**src/rtl/pep_mmacc_body_rd_seq.sv**
```systemverilog
// Body read sequencer: issues boram reads with per-pid parity and turns
// the returned mod-switched bodies into rotation commands for mmacc.
module pep_mmacc_body_rd_seq #(
  parameter int PID_W        = 5,
  parameter int TOTAL_PBS_NB = 32,
  parameter int LWE_COEF_W   = 12,
  parameter int OUTST_DEPTH  = 4
) (
  input  logic                                   clk,
  input  logic                                   s_rst,
  input  logic [PID_W-1:0]                       cmd_pid,
  input  logic                                   cmd_vld,
  output logic                                   cmd_rdy,
  output logic [PID_W-1:0]                       boram_rd_pid,
  output logic                                   boram_rd_parity,
  output logic                                   boram_rd_vld,
  input  logic                                   boram_rd_rdy,
  input  logic [LWE_COEF_W-1:0]                  boram_sxt_data,
  input  logic                                   boram_sxt_data_vld,
  output logic                                   boram_sxt_data_rdy,
  output logic [PID_W-1:0]                       rot_pid,
  output logic [LWE_COEF_W-1:0]                  rot_factor,
  output logic                                   rot_vld,
  input  logic                                   rot_rdy,
  output logic [$clog2(OUTST_DEPTH+1)-1:0]       outst_cnt,
  output logic                                   err_unexp
);

  localparam int CNT_W = $clog2(OUTST_DEPTH + 1);
  localparam int PTR_W = (OUTST_DEPTH > 1) ? $clog2(OUTST_DEPTH) : 1;

  logic [TOTAL_PBS_NB-1:0] par;
  logic [PID_W-1:0]        fifo [OUTST_DEPTH];
  logic [PTR_W-1:0]        wr_ptr;
  logic [PTR_W-1:0]        rd_ptr;

  logic credit;
  logic empty;
  logic rd_hs;
  logic sxt_hs;
  logic push;
  logic pop;

  function automatic logic [PTR_W-1:0] ptr_inc(
    input logic [PTR_W-1:0] p
  );
    return (p == PTR_W'(OUTST_DEPTH - 1)) ? '0 : p + 1'b1;
  endfunction

  // Credit uses the registered count only; a same-cycle return frees nothing.
  assign credit = outst_cnt < CNT_W'(OUTST_DEPTH);
  assign empty  = outst_cnt == '0;

  assign boram_rd_vld    = cmd_vld & credit;
  assign boram_rd_pid    = cmd_pid;
  assign boram_rd_parity = par[cmd_pid];
  assign cmd_rdy         = boram_rd_rdy & credit;

  assign boram_sxt_data_rdy = ~rot_vld | rot_rdy;

  assign rd_hs  = boram_rd_vld & boram_rd_rdy;
  assign sxt_hs = boram_sxt_data_vld & boram_sxt_data_rdy;
  assign push   = rd_hs;
  assign pop    = sxt_hs & ~empty;

  always_ff @(posedge clk) begin
    if (s_rst) begin
      par <= '0;
    end else if (rd_hs) begin
      par[cmd_pid] <= ~par[cmd_pid];
    end
  end

  always_ff @(posedge clk) begin
    if (push) begin
      fifo[wr_ptr] <= cmd_pid;
    end
  end

  always_ff @(posedge clk) begin
    if (s_rst) begin
      wr_ptr    <= '0;
      rd_ptr    <= '0;
      outst_cnt <= '0;
    end else begin
      if (push) begin
        wr_ptr <= ptr_inc(wr_ptr);
      end
      if (pop) begin
        rd_ptr <= ptr_inc(rd_ptr);
      end
      case ({push, pop})
        2'b10:   outst_cnt <= outst_cnt + 1'b1;
        2'b01:   outst_cnt <= outst_cnt - 1'b1;
        default: outst_cnt <= outst_cnt;
      endcase
    end
  end

  // Output register; a body arriving with nothing in flight is dropped.
  always_ff @(posedge clk) begin
    if (s_rst) begin
      rot_vld    <= 1'b0;
      rot_pid    <= '0;
      rot_factor <= '0;
      err_unexp  <= 1'b0;
    end else begin
      if (pop) begin
        rot_vld    <= 1'b1;
        rot_pid    <= fifo[rd_ptr];
        rot_factor <= LWE_COEF_W'(0) - boram_sxt_data;
      end else if (rot_rdy) begin
        rot_vld    <= 1'b0;
      end
      if (sxt_hs & empty) begin
        err_unexp <= 1'b1;
      end
    end
  end

endmodule

```
**config.mk**
```make
export PLATFORM = sky130hd
export DESIGN_NAME = pep_mmacc_body_rd_seq
export DESIGN_NICKNAME = d
export VERILOG_FILES = /design/src/rtl/pep_mmacc_body_rd_seq.sv
export SDC_FILE = /design/constraint.sdc
export NUM_CORES = 1
export LEC_CHECK = 0
export CAP_MARGIN = 40
export CORE_ASPECT_RATIO = 1.4
export CORE_MARGIN = 2
export CORE_UTILIZATION = 45
export CTS_CLUSTER_DIAMETER = 150
export DETAILED_ROUTE_END_ITERATION = 12
export PLACE_DENSITY = 0.68
export RECOVER_POWER = 25
export SKIP_LAST_GASP = 1
export SLEW_MARGIN = 20
export SYNTH_ARGS = -nofsm -noshare
export SYNTH_HDL_FRONTEND = slang
export SYNTH_SLANG_ARGS = --single-unit
```
**constraint.sdc**
```tcl
create_clock -name clk -period 2.7 [get_ports clk]
set_input_delay 0.54 -clock clk [delete_from_list [all_inputs] [get_ports clk]]
set_output_delay 0.54 -clock clk [all_outputs]
set_load 0.05 [all_outputs]
```
======== Yosys cells after proc, flatten, opt, wreduce, memory -nomap -nowiden ========
Memories as Yosys holds them, arrays and structs flattened. A register that Yosys moved wholly into a read port is not among the register bits.
Index checks and enable logic that the tools add are counted.
storage, ports and cells
  flip-flop bits (word level) ............. 53
  latch bits .............................. 0
  bits in writable memories ............... 20
  ROM bits ................................ 0
  output and inout bits ................... 31
  memories ................................ 1
operators by class
  add/subtract/negate cells ............... 5
  $mul .................................... 0
  divide/modulo/power cells ............... 0
  order comparisons ....................... 3
  equal/unequal tests ..................... 4
  shift operators ......................... 0
  mux-type cells .......................... 12
  bitwise operators ....................... 10
  reduce and logical (&&, ||, !) cells .... 4
memories
  name  words  bits a word  read ports  clocked after memory_dff  write ports  line  RTL
  fifo  4      5            1           1                         1            33    logic [PID_W-1:0] fifo [OUTST_DEPTH];
operator list
  kind                                                                                  number
  32-bit bitwise mux                                                                    1
  1-bit by 12-bit subtractor with 12-bit output (first input constant)                  1
  1-bit AND                                                                             6
  2-bit == test (second input constant)                                                 3
  5-bit by 6-bit < comparator with 1-bit output (second input constant)                 1
  1-bit two-way mux                                                                     6
  3-bit one-hot mux with 2 select lines                                                 1
  1-bit binary-select mux with 5-bit select                                             1
  1-bit demux with 5-bit select                                                         1
  5-bit by 1-bit greater-or-equal comparator with 1-bit output (second input constant)  1
  2-bit by 1-bit adder with 2-bit output (second input constant)                        2
  2-bit two-way mux                                                                     2
  2-bit nonzero test                                                                    2
  3-bit by 1-bit adder with 3-bit output (second input constant)                        1
  3-bit zero test                                                                       1
  3-bit < comparator (second input constant)                                            1
  1-bit NOT                                                                             3
  3-bit by 1-bit subtractor with 3-bit output (second input constant)                   1
  2-bit by 1-bit == test with 1-bit output (second input constant)                      1
  1-bit logical AND                                                                     1
  1-bit OR                                                                              1

======== Longest topological paths before layout ========
Gate-level depths: netlist (run 1).
  word-level depth ........................ 6
  mapped depth ............................ 10
  gate-level depth less buffers ........... 9

======== Least setup slack after synthesis (run 1) ========
Ideal clock, no wire load.
  path kind ............................... input -> register
  start point ............................. in rot_rdy
  end point ............................... reg outst_cnt[2]
  data arrival time ....................... 2.926 ns
  required time ........................... 2.630 ns
  path slack .............................. -0.297 ns
  stages on the path ...................... 10
  buffers on the path ..................... 1
  cell sequence ........................... nand2b_1 > nand3b_1 > clkinv_1 > buf_1 > ha_1 > inv_1 > fa_1 > xor2_1 > or3_1 > a21oi_1
between the ends
  cells in the longest elaborated chain, start to end .. 5
RTL lines
  item                                                                         line  RTL
  from (decl)                                                                  24    input logic rot_rdy,
  1-bit OR (*)                                                                 59    assign boram_sxt_data_rdy = ~rot_vld | rot_rdy;
  1-bit AND (*)                                                                62    assign sxt_hs = boram_sxt_data_vld & boram_sxt_data_rdy;
  1-bit AND (*)                                                                64    assign pop = sxt_hs & ~empty;
  net pop                                                                      42    logic pop;
  2-bit by 1-bit == test with 1-bit output or 2-bit == test (tied branches)    92    case ({push, pop})
  3-bit one-hot mux with 2 select lines or 2-bit nonzero test (tied branches)  --
  to (signal assigned)                                                         93    2'b10: outst_cnt <= outst_cnt + 1'b1;
  to (signal assigned)                                                         94    2'b01: outst_cnt <= outst_cnt - 1'b1;
  to (signal assigned)                                                         95    default: outst_cnt <= outst_cnt;
  to (decl)                                                                    25    output logic [$clog2(OUTST_DEPTH+1)-1:0] outst_cnt,
The timed path passes the listed nets; every way through them passes the cells marked *.
A chain may end at the register's enable or synchronous reset.

======== Worst setup path in the final report (run 1) ========
  start point ............................. in cmd_pid[3]
  end point ............................... out boram_rd_parity
between the ends
  cells in the longest elaborated chain, start to end .. 2
RTL lines
  item                                       line  RTL
  from (decl)                                11    input logic [PID_W-1:0] cmd_pid,
  1-bit binary-select mux with 5-bit select  56    assign boram_rd_parity = par[cmd_pid];
  1-bit two-way mux (not written as such)    56
  to (decl)                                  15    output logic boram_rd_parity,
Every way passes these cells. The select of a mux whose other input is x is not followed.

==> impl_metrics.py, run 1 <==
metrics = {
    "route": {
        "drcViolationCount": 0,
        "vias_per_cell": 5.36,
        "wire_per_inst_um": 15.1,
        "antenna_left": 0,
        "drt_iter0_markers": 157,
        "wirelength_mm": 8.84,
        "drtPass1Iterations": 4,
        "num_vias": 3140,
    },
    "sta": {
        "whs_ps": 449,
        "maxSlewViolCount": 40,
        "setup_slack_ps": 119,
        "finalClockSkew_ps": 6.86,
        "worst_pin_slew_ps": 1860,
        "hold_viol": 0,
        "setup-violations-final": 0,
        "layout_min_cycle_time_ps": 2580,
        "final.setup.tns_ps": 0,
        "rsz0062_at_grt": "no",
        "clock.fmax_mhz": 387,
        "timing.final.crit_share_pct": 95.6,
        "slew_headroom_pct": -23.7,
    },
    "floorplanning": {
        "initial_core_util_pct": 46.6,
        "top_level_ports": 54,
        "std_cell_rows": 39,
        "die_x_um": 81.9,
        "fp.dieArea_um2": 9260,
        "fp.dieH_um": 113,
        "core_um2": 8200,
    },
    "cts": {
        "root_buffer": "clkbuf_16",
        "htreeDepth": 3,
        "ctsHoldBuffers": 0,
        "insertion_delay_ps": 340,
        "clockBufferDepth": 2,
        "cts_buffers": 9,
        "cts_tree": "built",
        "clkSinkCount": 78,
        "clk_pin_slew_ps": 60,
    },
    "worst_hold_path": {
        "min_path_cells": 2,
        "holdCritPathClass": "flop to flop",
    },
    "grt": {
        "grt.total_usage_pct": 20.6,
        "grt_pass1_wl_mm": 14.6,
        "grt_max_degree": 40,
        "antenna_found_initial": 0,
        "overflow": 0,
        "grt_pass1_vias": 3159,
    },
    "placed_design": {
        "dpl.hpwl_mm": 6.25,
        "placed_cells": 567,
        "pre_cts_slack_ps": -376,
        "gp_congestion": 0.817,
        "io_buffers": 53,
    },
    "worst_setup_path": {
        "path_max_fanout": 13,
        "worst-r2r-cell-count": 9,
        "arrival_ps": 2040,
        "cp-start-kind": "input port",
        "crit_required_ps": 2160,
        "crit_type": "input port to output port",
        "critPathCaptureType": "output port",
    },
    "pwr": {
        "irDropWorstVdd_mv": 0.519,
        "p_leak_nw": 1.78,
        "power_density_nw_per_um2": 751,
        "power_mw": 3.79,
    },
    "finish": {
        "multi_input_area_um2": 1930,
        "final_common_cell": "dfxtp_1",
        "layout_common_cells": "57 x dfxtp_1, 51 x nand2_1, 39 x nor2_1",
        "nNetsFinal": 510,
        "diodes": 0,
        "regArea_um2": 1760,
        "syn_to_final_growth_pct": 32.1,
        "final_cells": 586,
        "nFillCells": 680,
        "drive_above_1_share_pct": 19.4,
    },
    "synth": {
        "synth_nets": 436,
        "synth_cells": 405,
        "synth-async-reset-ratio_pct": 0,
        "ys_warn_count": 0,
        "synth_area_per_cell_um2": 9.44,
        "ys_types": 46,
        "synth_top_area_share_pct": 30.4,
        "synth_area_leaders": "dfxtp_1 30%, edfxtp_1 16%, mux2i_1 6.0%",
        "yosys.area.top_type": "dfxtp_1",
        "synth_ff_type": "dfxtp_1",
        "ys_seq_elements": 78,
        "syn-cell-area_um2": 3820,
        "synth_edf_count": 20,
        "ys_seq_area_share_pct": 46.1,
    },
    "run_status": {
        "violations": "max-capacitance violations, max-slew violations",
        "status": "finished, violations left",
    },
    "run": {
        "max-cap-violations": 1,
    },
}
## cells in the mapped netlist, types with 3 or more instances
| cell type | number |
|---|---|
| mux2i_1 | 23 |
| edfxtp_1 | 20 |
| mux4_2 | 5 |
| nand3b_1 | 6 |
| nand3_1 | 7 |
| buf_6 | 3 |
| o21ai_0 | 24 |
| nand2_1 | 51 |
| buf_2 | 7 |
| clkbuf_1 | 16 |
| and2_1 | 4 |
| a21oi_1 | 38 |
| nor2b_1 | 11 |
| nor2_1 | 39 |
| inv_1 | 7 |
| xor2_1 | 4 |
| nor4_1 | 5 |
| nand2b_1 | 4 |
| xnor2_1 | 6 |
| ha_1 | 7 |
| or3_1 | 6 |
| o31ai_1 | 4 |
| buf_4 | 5 |
| nor3_1 | 10 |
| o32ai_1 | 3 |
| dfxtp_1 | 58 |
| o41ai_2 | 7 |
## final timing paths
check / start / end / slack [ps]
worst max register to register: outst_cnt[0] / outst_cnt[2] / 730
worst min-delay path: rot_factor[7] / rot_factor[7] / 450
worst max-delay path: cmd_pid[3] / boram_rd_parity / 120
worst min register to register: rot_factor[7] / rot_factor[7] / 450
## flip-flops by register name, indices dropped and copies added, names as in the netlist
name	flops
rot_pid	5
wr_ptr	2
err_unexp	1
outst_cnt	3
rd_ptr	2
rot_vld	1
rot_factor	12
par	32
fifo	20
## power breakdown
group          total (mW)  switching, mW  leakage [nW]  internal [mW]
Combinational        1.10          0.690         0.977          0.406
Clock                1.31          0.491         0.150          0.816
Sequential           1.39         0.0827         0.652           1.31
Total                3.79           1.26          1.78           2.53
## stage by stage
step                      utilization, %  instance area [µm²]
final                               61.6                 5050
after global routing                61.6                 5050
after CTS                           61.2                 5020
after detailed placement            56.8                 4660
after global placement              56.8                 4660
after floorplan                        -                 3830
## metal layers
| layer | up-vias | global-route usage [%] | share of wire [%] | wire [µm] |
|---|---|---|---|---|
| li1 | 1582 | - | - | - |
| met1 | 1488 | 22.0 | 40 | 3500 |
| met5 | - | 0 | 0 | 0 |
| met2 | 51 | 38.2 | 54 | 4820 |
| met4 | 0 | 9.67 | 2.5 | 219 |
| met3 | 19 | 3.19 | 3.5 | 308 |
## cell type report
class                   instances  share of cell area (%)
multi-input cells             284                    38.2
well taps                     102                    2.53
inverters                      10                   0.743
clock buffers                  10                    4.53
repair buffers                 96                    17.2
flip-flops and latches         78                    34.9
clock inverters                 6                    1.83
## kinds of logic (layout without fill, tap and decap cells)
family          after synthesis  count (layout)  share of synthesized area [%]
buf+inv                      43             122                           5.53
fa+ha+maj                     8               8                           2.81
flops                        78              78                           46.1
mux                          28              28                           8.97
compound gates               82              82                           14.4
xor+xnor                     10              10                           2.29
simple gates                156             156                           19.9
## critical path, cell delays in order
cell             delay [ps]
clkdlybuf4s15_1         280
buf_6                   210
or3b_2                  460
o32ai_1                 110
nand2_1                 110
nand4b_1                150
buf_6                   180
## timing repair
| action | in CTS | in global routing |
|---|---|---|
| gates resized for setup | 12 | 16 |
| buffers inserted | 2 | 1 |
| pin swaps | 1 | 4 |
| endpoints found under the setup margin | 1 | 1 |
(Power assumes the default switching activity.)
==> run 2, diff against run 1 <==
TNS_END_PERCENT = 50   (was unset)
==> results of run 2 <==
Final layout, timing and power as in run 1 (identical DEF).
==> run 3, diff against run 2 <==
CORE_UTILIZATION = 40   (was 45)
PLACE_DENSITY = unset   (was 0.68)
==> run 3 against run 2 <==
Effect of this change:
- the run now ends clean
- routed wire length fell by 0.89%
- flip-flop and latch count stayed put
- clock power shrank 14%
- critical path depth is 1 higher
- die area increased by 12%
- fmax shrank 2.2%
- hold slack got worse by 0.72 ps
- final cell count increased by 0.68%
- global-route usage is 2.5 points lower
- cell area decreased by 2.0%
- combinational power about the same
==> impl_metrics.py, run 3 (synthesized netlist as in run 1, its figures left out) <==
metrics = {
    "finish": {
        "syn_to_final_growth_pct": 29.5,
        "final_common_cell": "dfxtp_1",
        "final_cells": 590,
        "nFillCells": 861,
        "diodes": 0,
        "regMostFlops": "par",
        "drive_above_1_share_pct": 18.5,
        "reg_top3": "par: 32 flops, fifo: 20 flops, rot_factor: 12 flops",
        "largest_reg_flops": 32,
        "layout_common_cells": "57 x dfxtp_1, 51 x nand2_1, 39 x nor2_1",
        "nNetsFinal": 506,
        "fin_util_pct": 52.9,
    },
    "floorplanning": {
        "fp.dieArea_um2": 10400,
        "top_level_ports": 54,
        "initial_core_util_pct": 40.9,
        "die_x_um": 86.6,
        "std_cell_rows": 42,
        "core_um2": 9350,
        "fp.dieH_um": 120,
    },
    "sta": {
        "finalClockSkew_ps": 5.03,
        "hold_viol": 0,
        "slew_headroom_pct": 66.2,
        "maxSlewViolCount": 0,
        "worst_pin_slew_ps": 502,
        "setup_slack_ps": 61.9,
        "timing.final.crit_share_pct": 97.7,
        "clock.fmax_mhz": 379,
        "layout_min_cycle_time_ps": 2640,
        "setup-violations-final": 0,
    },
    "cts": {
        "clkSinkCount": 78,
        "cts_setup_buffers": 0,
        "htreeDepth": 3,
        "clk_pin_slew_ps": 60,
        "root_buffer": "clkbuf_16",
        "cts_buffers": 9,
        "insertion_delay_ps": 340,
        "cts_tree": "built",
        "clockBufferDepth": 2,
        "ctsHoldBuffers": 0,
    },
    "route": {
        "antenna_left": 0,
        "drtPass1Iterations": 4,
        "vias_per_cell": 5.25,
        "num_vias": 3096,
        "wirelength_mm": 8.76,
        "drt_iter0_markers": 123,
        "wire_per_inst_um": 14.9,
        "drcViolationCount": 0,
    },
    "run": {
        "max-cap-violations": 0,
    },
    "pwr": {
        "power_density_nw_per_um2": 730,
        "p_leak_nw": 1.77,
        "power_mw": 3.61,
        "irDropWorstVdd_mv": 0.288,
    },
    "worst_setup_path": {
        "arrival_ps": 2100,
        "r2r-start": "outst_cnt[0]",
        "crit_buf_inv": 3,
        "crit_top_cell": "buf_6",
        "critPathCaptureType": "output port",
        "path_max_fanout": 7,
        "crit_family": "buffers and inverters",
        "slowest_stage": "clkdlybuf4s15_2",
        "regToRegEndpoint": "outst_cnt[2]",
        "worst-r2r-cell-count": 9,
        "cp-start-kind": "input port",
        "crit_type": "input port to output port",
        "r2r_slack_ps": 670,
        "timing.critical_path.cells": "clkdlybuf4s15_2 -> buf_6 -> mux2i_2 -> nor4_2 -> o41ai_4 -> o21ai_2 -> nand4b_1 -> buf_6",
        "crit_required_ps": 2160,
        "max_stage_delay_ps": 250,
    },
    "worst_hold_path": {
        "min_from": "rot_factor[10]",
        "holdCritPathClass": "flop to flop",
        "whs_endpoint": "rot_factor[10]",
        "min_path_cells": 2,
    },
    "grt": {
        "grt_pass1_wl_mm": 14.7,
        "antenna_found_initial": 0,
        "grt.total_usage_pct": 18.1,
        "grt_pass1_vias": 3084,
        "overflow": 0,
        "grt_max_degree": 70,
    },
    "placed_design": {
        "gp_congestion": 0.831,
        "io_buffers": 53,
        "dpl.hpwl_mm": 6.24,
        "pre_cts_slack_ps": -367,
        "placed_cells": 574,
    },
    "run_status": {
        "status": "finished, final reports clean",
    },
}
## run 3: changes by cell type in the layout (fill, tap and decap cells not counted), moves of 2 or more
cell and delta:
mux2i_1 +4, bufinv_16 -2, mux2i_2 -2, clkbuf_1 -5, mux2i_4 -2, buf_6 -2
## run 3: through the flow
stage / instance area, µm² / hold slack [ps] / TNS [ps]
final: 4950 / 448 / 0
after global routing: 4950 / 474 / -7.24
after CTS: 4950 / 453 / 0
after detailed placement: 4660 / 444 / -422
after global placement: 4660 / 441 / -309
after floorplan: 3830 / 449 / 0
## run 3: cell type report
cell class	count	area (µm²)	area share [%]
clock buffers	10	229	4.63
inverters	10	37.5	0.758
repair buffers	92	867	17.5
flip-flops and latches	78	1760	35.6
multi-input cells	284	1870	37.8
well taps	110	138	2.78
clock inverters	6	46.3	0.935
## run 3: what timing repair did
action / CTS / global route
pin swaps: 0 / 0
setup endpoints to repair: 1 / 1
resized for setup: 11 / 1
## run 3: how the worst max path moves through the flow
stage | from | to | slack, ps | cells after the start
2_1_floorplan | cmd_pid[0] | boram_rd_parity | 10 | 8
3_3_place_gp | cmd_pid[0] | boram_rd_parity | -310 | 8
3_5_place_dp | cmd_pid[0] | boram_rd_parity | -370 | 8
4_1_cts | cmd_pid[0] | boram_rd_parity | 30 | 8
5_1_grt | cmd_pid[0] | boram_rd_parity | -7 | 8
6_report | cmd_pid[0] | boram_rd_parity | 60 | 8
## run 3: where the power goes
part	switching, mW	internal, mW	leakage (nW)	total [mW]
clock network	0.502	0.629	0.129	1.13
registers	0.0846	1.31	0.652	1.39
logic	0.683	0.406	0.985	1.09
## run 3: metal layers
layer | GRT usage [%] | share of wire [%] | up-vias | wire, µm
li1 | - | - | 1570 | -
met1 | 20.6 | 41 | 1458 | 3590
met2 | 31.6 | 53 | 57 | 4640
met3 | 4.61 | 4.0 | 11 | 354
met4 | 7.42 | 2.0 | 0 | 173
met5 | 0 | 0 | - | 0
## run 3: worst register-to-register path: cells and delay by family (launching register included)
| family | cells | cell delay [ps] |
|---|---|---|
| flip-flops | 1 | 390 |
| XOR/XNOR | 1 | 160 |
| AO/OA/AOI/OAI | 1 | 140 |
| buffers and inverters | 2 | 130 |
| AND/OR/NAND/NOR | 3 | 570 |
| adder cells (fa/ha/maj) | 2 | 560 |
